`src/rtl/exibidor_bomba_if.sv`:
```
// Interface between the countdown timer and the display/alarm stage.
// The master side drives the timer digits and the time-up flag.
// The slave side drives the four 7-segment displays and the buzzer.
interface exibidor_bomba_if;
   logic [3:0] DECIMOS;
   logic [3:0] SEGUNDOS_UNIDADE;
   logic [3:0] SEGUNDOS_DECIMOS;
   logic [3:0] MINUTOS;
   logic       TEMPO_ACABOU;
   logic [6:0] HEX0;
   logic [6:0] HEX1;
   logic [6:0] HEX2;
   logic [6:0] HEX3;
   logic       BUZZER;

   modport master (
      output DECIMOS, SEGUNDOS_UNIDADE, SEGUNDOS_DECIMOS, MINUTOS, TEMPO_ACABOU,
      input  HEX0, HEX1, HEX2, HEX3, BUZZER
   );

   modport slave (
      input  DECIMOS, SEGUNDOS_UNIDADE, SEGUNDOS_DECIMOS, MINUTOS, TEMPO_ACABOU,
      output HEX0, HEX1, HEX2, HEX3, BUZZER
   );
endinterface

```
`src/rtl/exibidor_bomba.sv`:
```
// Display and alarm stage for the countdown timer.
// Stage 1 captures the timer digits. Stage 2 registers the state, the
// active-low 7-segment patterns and the buzzer. Three modes exist:
//   NORMAL   - the digits are shown and the buzzer is silent.
//   ALERTA   - the last 10 s: the buzzer beeps for BEEP_CYCLES on every
//              seconds change.
//   EXPLODIU - time is up: all digits blink and the buzzer stays on.
module exibidor_bomba #(
   parameter int unsigned BLINK_HALF  = 25_000_000,
   parameter int unsigned BEEP_CYCLES = 5_000_000
) (
   input  logic             CLOCK,
   input  logic             RESET,
   exibidor_bomba_if.slave  bus
);

   // 64-bit arithmetic so that BEEP_CYCLES = 2^32-1 does not wrap in the +1
   localparam int BLW = $clog2(longint'(BLINK_HALF) + 1);
   localparam int BPW = $clog2(longint'(BEEP_CYCLES) + 1);
   localparam logic [BLW-1:0] BL_LAST = BLW'(BLINK_HALF - 1);
   localparam logic [BPW-1:0] BP_LOAD = BPW'(BEEP_CYCLES);
   localparam logic [6:0]     SEG_OFF = 7'b1111111;

   typedef enum logic [1:0] {NORMAL, ALERTA, EXPLODIU} state_t;

   // BCD to active-low segments, bit0=a .. bit6=g; codes 10..15 show a dash
   function automatic logic [6:0] f_dec(input logic [3:0] d);
      case (d)
         4'd0:    f_dec = 7'b1000000;
         4'd1:    f_dec = 7'b1111001;
         4'd2:    f_dec = 7'b0100100;
         4'd3:    f_dec = 7'b0110000;
         4'd4:    f_dec = 7'b0011001;
         4'd5:    f_dec = 7'b0010010;
         4'd6:    f_dec = 7'b0000010;
         4'd7:    f_dec = 7'b1111000;
         4'd8:    f_dec = 7'b0000000;
         4'd9:    f_dec = 7'b0010000;
         default: f_dec = 7'b0111111;
      endcase
   endfunction

   // stage-1 sample
   logic [3:0]     r_s_dec, r_s_su, r_s_sd, r_s_min, r_s_su_prev;
   logic           r_s_tempo;
   // [0]: current sample is valid, [1]: previous sample is valid too
   logic [1:0]     r_vld_pipe;

   // stage-2 state
   state_t         r_state, w_state_nxt;
   logic [BLW-1:0] r_blink_cnt, w_blink_nxt;
   logic           r_phase, w_phase_nxt;
   logic [BPW-1:0] r_beep_cnt, w_beep_nxt;
   logic [6:0]     r_hex0, r_hex1, r_hex2, r_hex3;
   logic [6:0]     w_hex0, w_hex1, w_hex2, w_hex3;
   logic           r_buzzer, w_buzzer_nxt, w_blank;

   // capture the timer outputs and remember the previous seconds units
   always_ff @(posedge CLOCK or posedge RESET) begin
      if (RESET) begin
         r_s_dec     <= '0;
         r_s_su      <= '0;
         r_s_sd      <= '0;
         r_s_min     <= '0;
         r_s_tempo   <= 1'b0;
         r_s_su_prev <= '0;
         r_vld_pipe  <= '0;
      end else begin
         r_s_dec     <= bus.DECIMOS;
         r_s_su      <= bus.SEGUNDOS_UNIDADE;
         r_s_sd      <= bus.SEGUNDOS_DECIMOS;
         r_s_min     <= bus.MINUTOS;
         r_s_tempo   <= bus.TEMPO_ACABOU;
         r_s_su_prev <= r_s_su;
         r_vld_pipe  <= {r_vld_pipe[0], 1'b1};
      end
   end

   // state register; held at reset until the first valid sample exists
   always_ff @(posedge CLOCK or posedge RESET) begin
      if (RESET)              r_state <= NORMAL;
      else if (r_vld_pipe[0]) r_state <= w_state_nxt;
   end

   // next state, blink/beep counters and the output patterns
   always_comb begin
      w_state_nxt  = NORMAL;
      w_blink_nxt  = '0;
      w_phase_nxt  = 1'b1;
      w_beep_nxt   = '0;
      w_buzzer_nxt = 1'b0;
      w_blank      = 1'b0;

      if (r_s_tempo)
         w_state_nxt = EXPLODIU;
      else if (r_s_min == 4'd0 && r_s_sd == 4'd0)
         w_state_nxt = ALERTA;

      // blink runs only while staying in EXPLODIU; entry restarts at on/0
      if (w_state_nxt == EXPLODIU && r_state == EXPLODIU) begin
         if (r_blink_cnt == BL_LAST) begin
            w_blink_nxt = '0;
            w_phase_nxt = ~r_phase;
         end else begin
            w_blink_nxt = r_blink_cnt + BLW'(1);
            w_phase_nxt = r_phase;
         end
      end

      // the beep reloads on every units change in ALERTA, so a retrigger has no gap
      if (w_state_nxt == ALERTA) begin
         if (r_vld_pipe[1] && r_s_su != r_s_su_prev)
            w_beep_nxt = BP_LOAD;
         else if (r_beep_cnt != '0)
            w_beep_nxt = r_beep_cnt - BPW'(1);
      end

      w_buzzer_nxt = (w_state_nxt == EXPLODIU) ||
                     (w_state_nxt == ALERTA && w_beep_nxt != '0);
      w_blank      = (w_state_nxt == EXPLODIU) && !w_phase_nxt;

      w_hex0 = w_blank ? SEG_OFF : f_dec(r_s_dec);
      w_hex1 = w_blank ? SEG_OFF : f_dec(r_s_su);
      w_hex2 = w_blank ? SEG_OFF : f_dec(r_s_sd);
      w_hex3 = w_blank ? SEG_OFF : f_dec(r_s_min);
   end

   // stage-2 registers; outputs stay blank until a valid sample arrives
   always_ff @(posedge CLOCK or posedge RESET) begin
      if (RESET) begin
         r_blink_cnt <= '0;
         r_phase     <= 1'b1;
         r_beep_cnt  <= '0;
         r_hex0      <= SEG_OFF;
         r_hex1      <= SEG_OFF;
         r_hex2      <= SEG_OFF;
         r_hex3      <= SEG_OFF;
         r_buzzer    <= 1'b0;
      end else if (r_vld_pipe[0]) begin
         r_blink_cnt <= w_blink_nxt;
         r_phase     <= w_phase_nxt;
         r_beep_cnt  <= w_beep_nxt;
         r_hex0      <= w_hex0;
         r_hex1      <= w_hex1;
         r_hex2      <= w_hex2;
         r_hex3      <= w_hex3;
         r_buzzer    <= w_buzzer_nxt;
      end
   end

   assign bus.HEX0   = r_hex0;
   assign bus.HEX1   = r_hex1;
   assign bus.HEX2   = r_hex2;
   assign bus.HEX3   = r_hex3;
   assign bus.BUZZER = r_buzzer;

endmodule
```
`src/flat_wrapper.sv`:
```
// flat-port wrapper written by rule: the top's interface ports become plain ports
module exibidor_bomba_flat 
#(
   parameter int unsigned BLINK_HALF  = 25_000_000,
   parameter int unsigned BEEP_CYCLES = 5_000_000
)
  (CLOCK, RESET, bus_DECIMOS, bus_SEGUNDOS_UNIDADE, bus_SEGUNDOS_DECIMOS, bus_MINUTOS, bus_TEMPO_ACABOU, bus_HEX0, bus_HEX1, bus_HEX2, bus_HEX3, bus_BUZZER);
  exibidor_bomba_if bus_i ();
  input  logic CLOCK;
  input  logic RESET;
  input wire logic [$bits(bus_i.DECIMOS)-1:0] bus_DECIMOS;
  input wire logic [$bits(bus_i.SEGUNDOS_UNIDADE)-1:0] bus_SEGUNDOS_UNIDADE;
  input wire logic [$bits(bus_i.SEGUNDOS_DECIMOS)-1:0] bus_SEGUNDOS_DECIMOS;
  input wire logic [$bits(bus_i.MINUTOS)-1:0] bus_MINUTOS;
  input wire logic [$bits(bus_i.TEMPO_ACABOU)-1:0] bus_TEMPO_ACABOU;
  output wire logic [$bits(bus_i.HEX0)-1:0] bus_HEX0;
  output wire logic [$bits(bus_i.HEX1)-1:0] bus_HEX1;
  output wire logic [$bits(bus_i.HEX2)-1:0] bus_HEX2;
  output wire logic [$bits(bus_i.HEX3)-1:0] bus_HEX3;
  output wire logic [$bits(bus_i.BUZZER)-1:0] bus_BUZZER;
  assign bus_i.DECIMOS = bus_DECIMOS;
  assign bus_i.SEGUNDOS_UNIDADE = bus_SEGUNDOS_UNIDADE;
  assign bus_i.SEGUNDOS_DECIMOS = bus_SEGUNDOS_DECIMOS;
  assign bus_i.MINUTOS = bus_MINUTOS;
  assign bus_i.TEMPO_ACABOU = bus_TEMPO_ACABOU;
  assign bus_HEX0 = bus_i.HEX0;
  assign bus_HEX1 = bus_i.HEX1;
  assign bus_HEX2 = bus_i.HEX2;
  assign bus_HEX3 = bus_i.HEX3;
  assign bus_BUZZER = bus_i.BUZZER;
  exibidor_bomba #(.BLINK_HALF(BLINK_HALF), .BEEP_CYCLES(BEEP_CYCLES)) u_core (.CLOCK(CLOCK), .RESET(RESET), .bus(bus_i));
endmodule
```
`config.mk`:
```
export PLATFORM = sky130hd
export DESIGN_NAME = exibidor_bomba_flat
export DESIGN_NICKNAME = d
export VERILOG_FILES = /design/src/rtl/exibidor_bomba_if.sv /design/src/rtl/exibidor_bomba.sv /design/src/flat_wrapper.sv
export SDC_FILE = /design/constraint.sdc
export NUM_CORES = 1
export LEC_CHECK = 0
export BUFFER_PORTS_ARGS = -buffer_cell sky130_fd_sc_hd__buf_2
export CAP_MARGIN = 0
export CORE_MARGIN = 3
export CORE_UTILIZATION = 55
export DETAILED_ROUTE_END_ITERATION = 16
export MAX_ROUTING_LAYER = met4
export PLACE_DENSITY = 0.77
export SLEW_MARGIN = 20
export SYNTH_ARGS = -nofsm -noshare
export SYNTH_HDL_FRONTEND = slang
export SYNTH_SLANG_ARGS = --single-unit
export TNS_END_PERCENT = 30
```
`constraint.sdc`:
```
create_clock -name CLOCK -period 4.5 [get_ports CLOCK]
set_input_delay 0.225 -clock CLOCK [delete_from_list [all_inputs] [get_ports CLOCK]]
set_output_delay 0.225 -clock CLOCK [all_outputs]
set_load 0.01 [all_outputs]
```
==> results.cfg <==
[outcome]
status = completed

[pwr]
combinationalPowerShare_pct = 11.5
p_int_mw = 1.29
swShare_pct = 26.7
p_sw_mw = 0.472
power_density_nw_per_um2 = 284
p_leak_nw = 2.79
max-vdd-ir-drop_v = 0.000258
p_seq_share_pct = 58.3
clkPwrFrac_pct = 30.3

[global_routing]
first_global_vias = 4420
antenna_found_initial = 0
grt_usage_pct = 23.1
grt_pass1_wl_mm = 20.7
grt_max_degree = 74
overflow = 0

[timing]
slew_headroom_pct = 42.8
finalMaxSlewViolations = 0
rsz0062_at_grt = false
min_period_over_period_pct = 60.8
period_minus_slack_ns = 2.73
fin_tns_setup_ns = 0
hold_ws_ns = 0.0118
finClkSkew_ns = 0.0277
tightest_slew_ns = 0.858
setup_viol_count_final = 0
final-hold-violation-count = 0
timing.fmax_ghz = 0.366

[cts]
cts_tree = built
insertion_delay_ns = 0.39
ctsHtreeMaxLevel = 3
cts.sink_count = 103
cts_buffers = 9
path_clk_slew_ns = 0.11
root_buffer = clkbuf_8
cts_buffer_depth = 2

[route]
num_vias = 4487
drtIter0Drc = 301
first_pass_iters = 5
viasPerCell = 5.74
wl_per_cell_um = 15.1
drc_errors = 0
wl_mm = 11.8
antenna_left = 0

[synthesis]
ys_ff_latch = 103
synth_edf_count = 0
synth_most_common_cell = nor2_1
ys_seq_area_share_pct = 46.9
ys_top_cells_by_count = nor2_1 (81), dfrtp_1 (74), nand2_1 (55), o21ai_0 (52), a21oi_1 (41)
synth_area_per_cell_um2 = 9.37
syn-num-nets = 637
syn-cell-area_um2 = 5580
synth_top_cell_area_share_pct = 33.2
synthDistinctLibCells = 66
synth_area_leaders = dfrtp_1 (33%), dfstp_2 (14%), nor2_1 (5.5%), ha_1 (5.2%), o21ai_0 (4.7%)
async_flop_share_pct = 100
ys_warn_count = 0
synth_area_leader_cell = dfrtp_1
syn_inst = 595
ys.flop_type = dfrtp_1

[finish]
antennaDiodeCount = 0
nFillCells = 854
area_growth_pct = 11.5
drive_above_1_share_pct = 19.0
fin_area_um2 = 6220
fin_nets = 686
register_area_um2 = 2620
multi_input_area_um2 = 2720

[placed_design]
hpwlAfterDp_mm = 7.84
port_buffers = 47
postPlaceCellArea_um2 = 5870
gp_routability_congestion = 0.881

[floorplan]
fp-row-count = 36
die-area_um2 = 11400
die_h_um = 107
die_w_um = 107
core_area_um2 = 9820
ios = 48
start_util_pct = 56.8

[worst_setup_path]
path_cells = inv_1, ha_1, or3b_2, or4_4, xor2_1, a21boi_2, nor4_1, o22ai_2
crit_slowest_cell = or3b_2
max_stage_delay_ns = 0.56
r2r.worst_path.cells = 8
cp_data_required_time_ns = 4.78
end_kind = register
r2r_start = u_core.r_beep_cnt[0]$_DFFE_PP0P_
reg2reg_to = u_core.bus.BUZZER$_DFFE_PP0P_
crit_arrival_ns = 3.01
cp_max_fo = 6
start_kind = register
criticalPathCategory = register to register
rrSetupSlack_ns = 1.77

[job]
cap_viol_max_count = 0

[min_path]
hold_path_class = input port to asynchronous set/reset pin
[layout by cell type (no fill, tap or decap), types with 6 or more instances in the layout]
cell | Yosys | routed
a21oi_1 | 41 | 41
buf_2 | 6 | 47
clkbuf_8 | 0 | 10
dfrtp_1 | 74 | 73
dfstp_2 | 29 | 29
dlygate4sd3_1 | 0 | 17
ha_1 | 23 | 23
inv_1 | 27 | 26
nand2_1 | 55 | 55
nand2b_1 | 6 | 6
nand3_1 | 18 | 18
nand4_1 | 6 | 6
nor2_1 | 81 | 81
nor3_1 | 13 | 13
nor4_1 | 12 | 12
o21ai_0 | 52 | 52
o22ai_1 | 8 | 8
xnor2_1 | 9 | 9
xor2_1 | 21 | 21
[worst max path at each step]
| stage | from | to | slack, ns | depth (start not counted) |
|---|---|---|---|---|
| after global placement | u_core.r_beep_cnt[0]$_DFFE_PP0P_ | u_core.bus.BUZZER$_DFFE_PP0P_ | 1.87 | 8 |
| final | u_core.r_beep_cnt[0]$_DFFE_PP0P_ | u_core.bus.BUZZER$_DFFE_PP0P_ | 1.77 | 8 |
| after floorplan | RESET | u_core.bus.BUZZER$_DFFE_PP0P_ | 1.62 | 1 |
| after detailed placement | u_core.r_beep_cnt[0]$_DFFE_PP0P_ | u_core.bus.BUZZER$_DFFE_PP0P_ | 1.78 | 8 |
| after CTS | u_core.r_beep_cnt[0]$_DFFE_PP0P_ | u_core.bus.BUZZER$_DFFE_PP0P_ | 1.78 | 8 |
| after global routing | u_core.r_beep_cnt[0]$_DFFE_PP0P_ | u_core.bus.BUZZER$_DFFE_PP0P_ | 1.59 | 8 |
[per-stage QoR]
stage / setup slack (ns) / std cells / total power, mW / util (%)
after detailed placement: 1.78 / 749 / 1.24 / 59.8
after global placement: 1.87 / 749 / 1.23 / 59.8
final: 1.77 / 782 / 1.76 / 63.3
after CTS: 1.78 / 782 / 1.79 / 63.3
after global routing: 1.59 / 782 / 1.85 / 63.3
after floorplan: 1.62 / 595 / 1.17 / -
[flip-flops by register name, indices dropped and copies added (netlist names)]
name                count
u_core.bus.HEX3         7
u_core.r_s_tempo        1
u_core.r_s_dec          4
u_core.bus.HEX1         7
u_core.r_s_su_prev      4
u_core.r_beep_cnt      23
u_core.r_s_su           4
u_core.r_s_min          4
u_core.r_vld_pipe       2
u_core.bus.BUZZER       1
u_core.r_s_sd           4
u_core.r_state          2
u_core.r_blink_cnt     25
u_core.bus.HEX0         7
u_core.bus.HEX2         7
u_core.r_phase          1
[per-layer routing]
layer	share of wire [%]	vias up	GRT usage (%)
li1	-	2161	-
met1	44	2171	29.5
met2	49	130	36.3
met3	4.8	25	5.78
met4	2.2	0	7.76
met5	0	-	-
[critical path, delay by kind of cell, from the launching register on]
family                     cells  cell delay [ns]
buffers and inverters          1             0.14
adders and majority gates      1             0.29
AOI/OAI and AO/OA              2             0.17
and+or+nand+nor                3             1.38
DFF                            1             0.45
xor gates and xnor gates       1             0.19
[cell families after synthesis]
kind of cell / count (synthesis) / synth area share [%]
flip-flops: 103 / 46.9
adder cells (fa/ha/maj): 23 / 5.16
AND/OR/NAND/NOR: 240 / 23.5
XOR/XNOR: 30 / 4.71
buffers and inverters: 58 / 4.38
multiplexers: 7 / 1.30
other: 1 / 0.0672
AO/OA/AOI/OAI: 133 / 14.0
[cell type report]
class                   count  share of cell area, %
inverters                  28                   1.73
clock buffers              12                   2.33
repair buffers             68                   7.00
well taps                 133                   2.68
flip-flops and latches    103                   42.1
clock inverters             4                  0.483
multi-input cells         434                   43.7
[power by group through the flow]
stage | combinational [mW] | sequential, mW | clock, mW
2_1_floorplan | 0.119 | 1.05 | 0
3_3_place_gp | 0.185 | 1.04 | 0
3_5_place_dp | 0.192 | 1.04 | 0
4_1_cts | 0.204 | 1.03 | 0.555
5_1_grt | 0.230 | 1.04 | 0.589
6_report | 0.202 | 1.03 | 0.533
[repair_timing]
action | 4_1_cts | 5_1_grt
endpoints found under the hold margin | 17 | 0
gates resized for setup | 0 | 0
hold buffers | 17 | 0
buffers inserted | 0 | 0
Note: power is estimated with default switching activity, not from simulation.
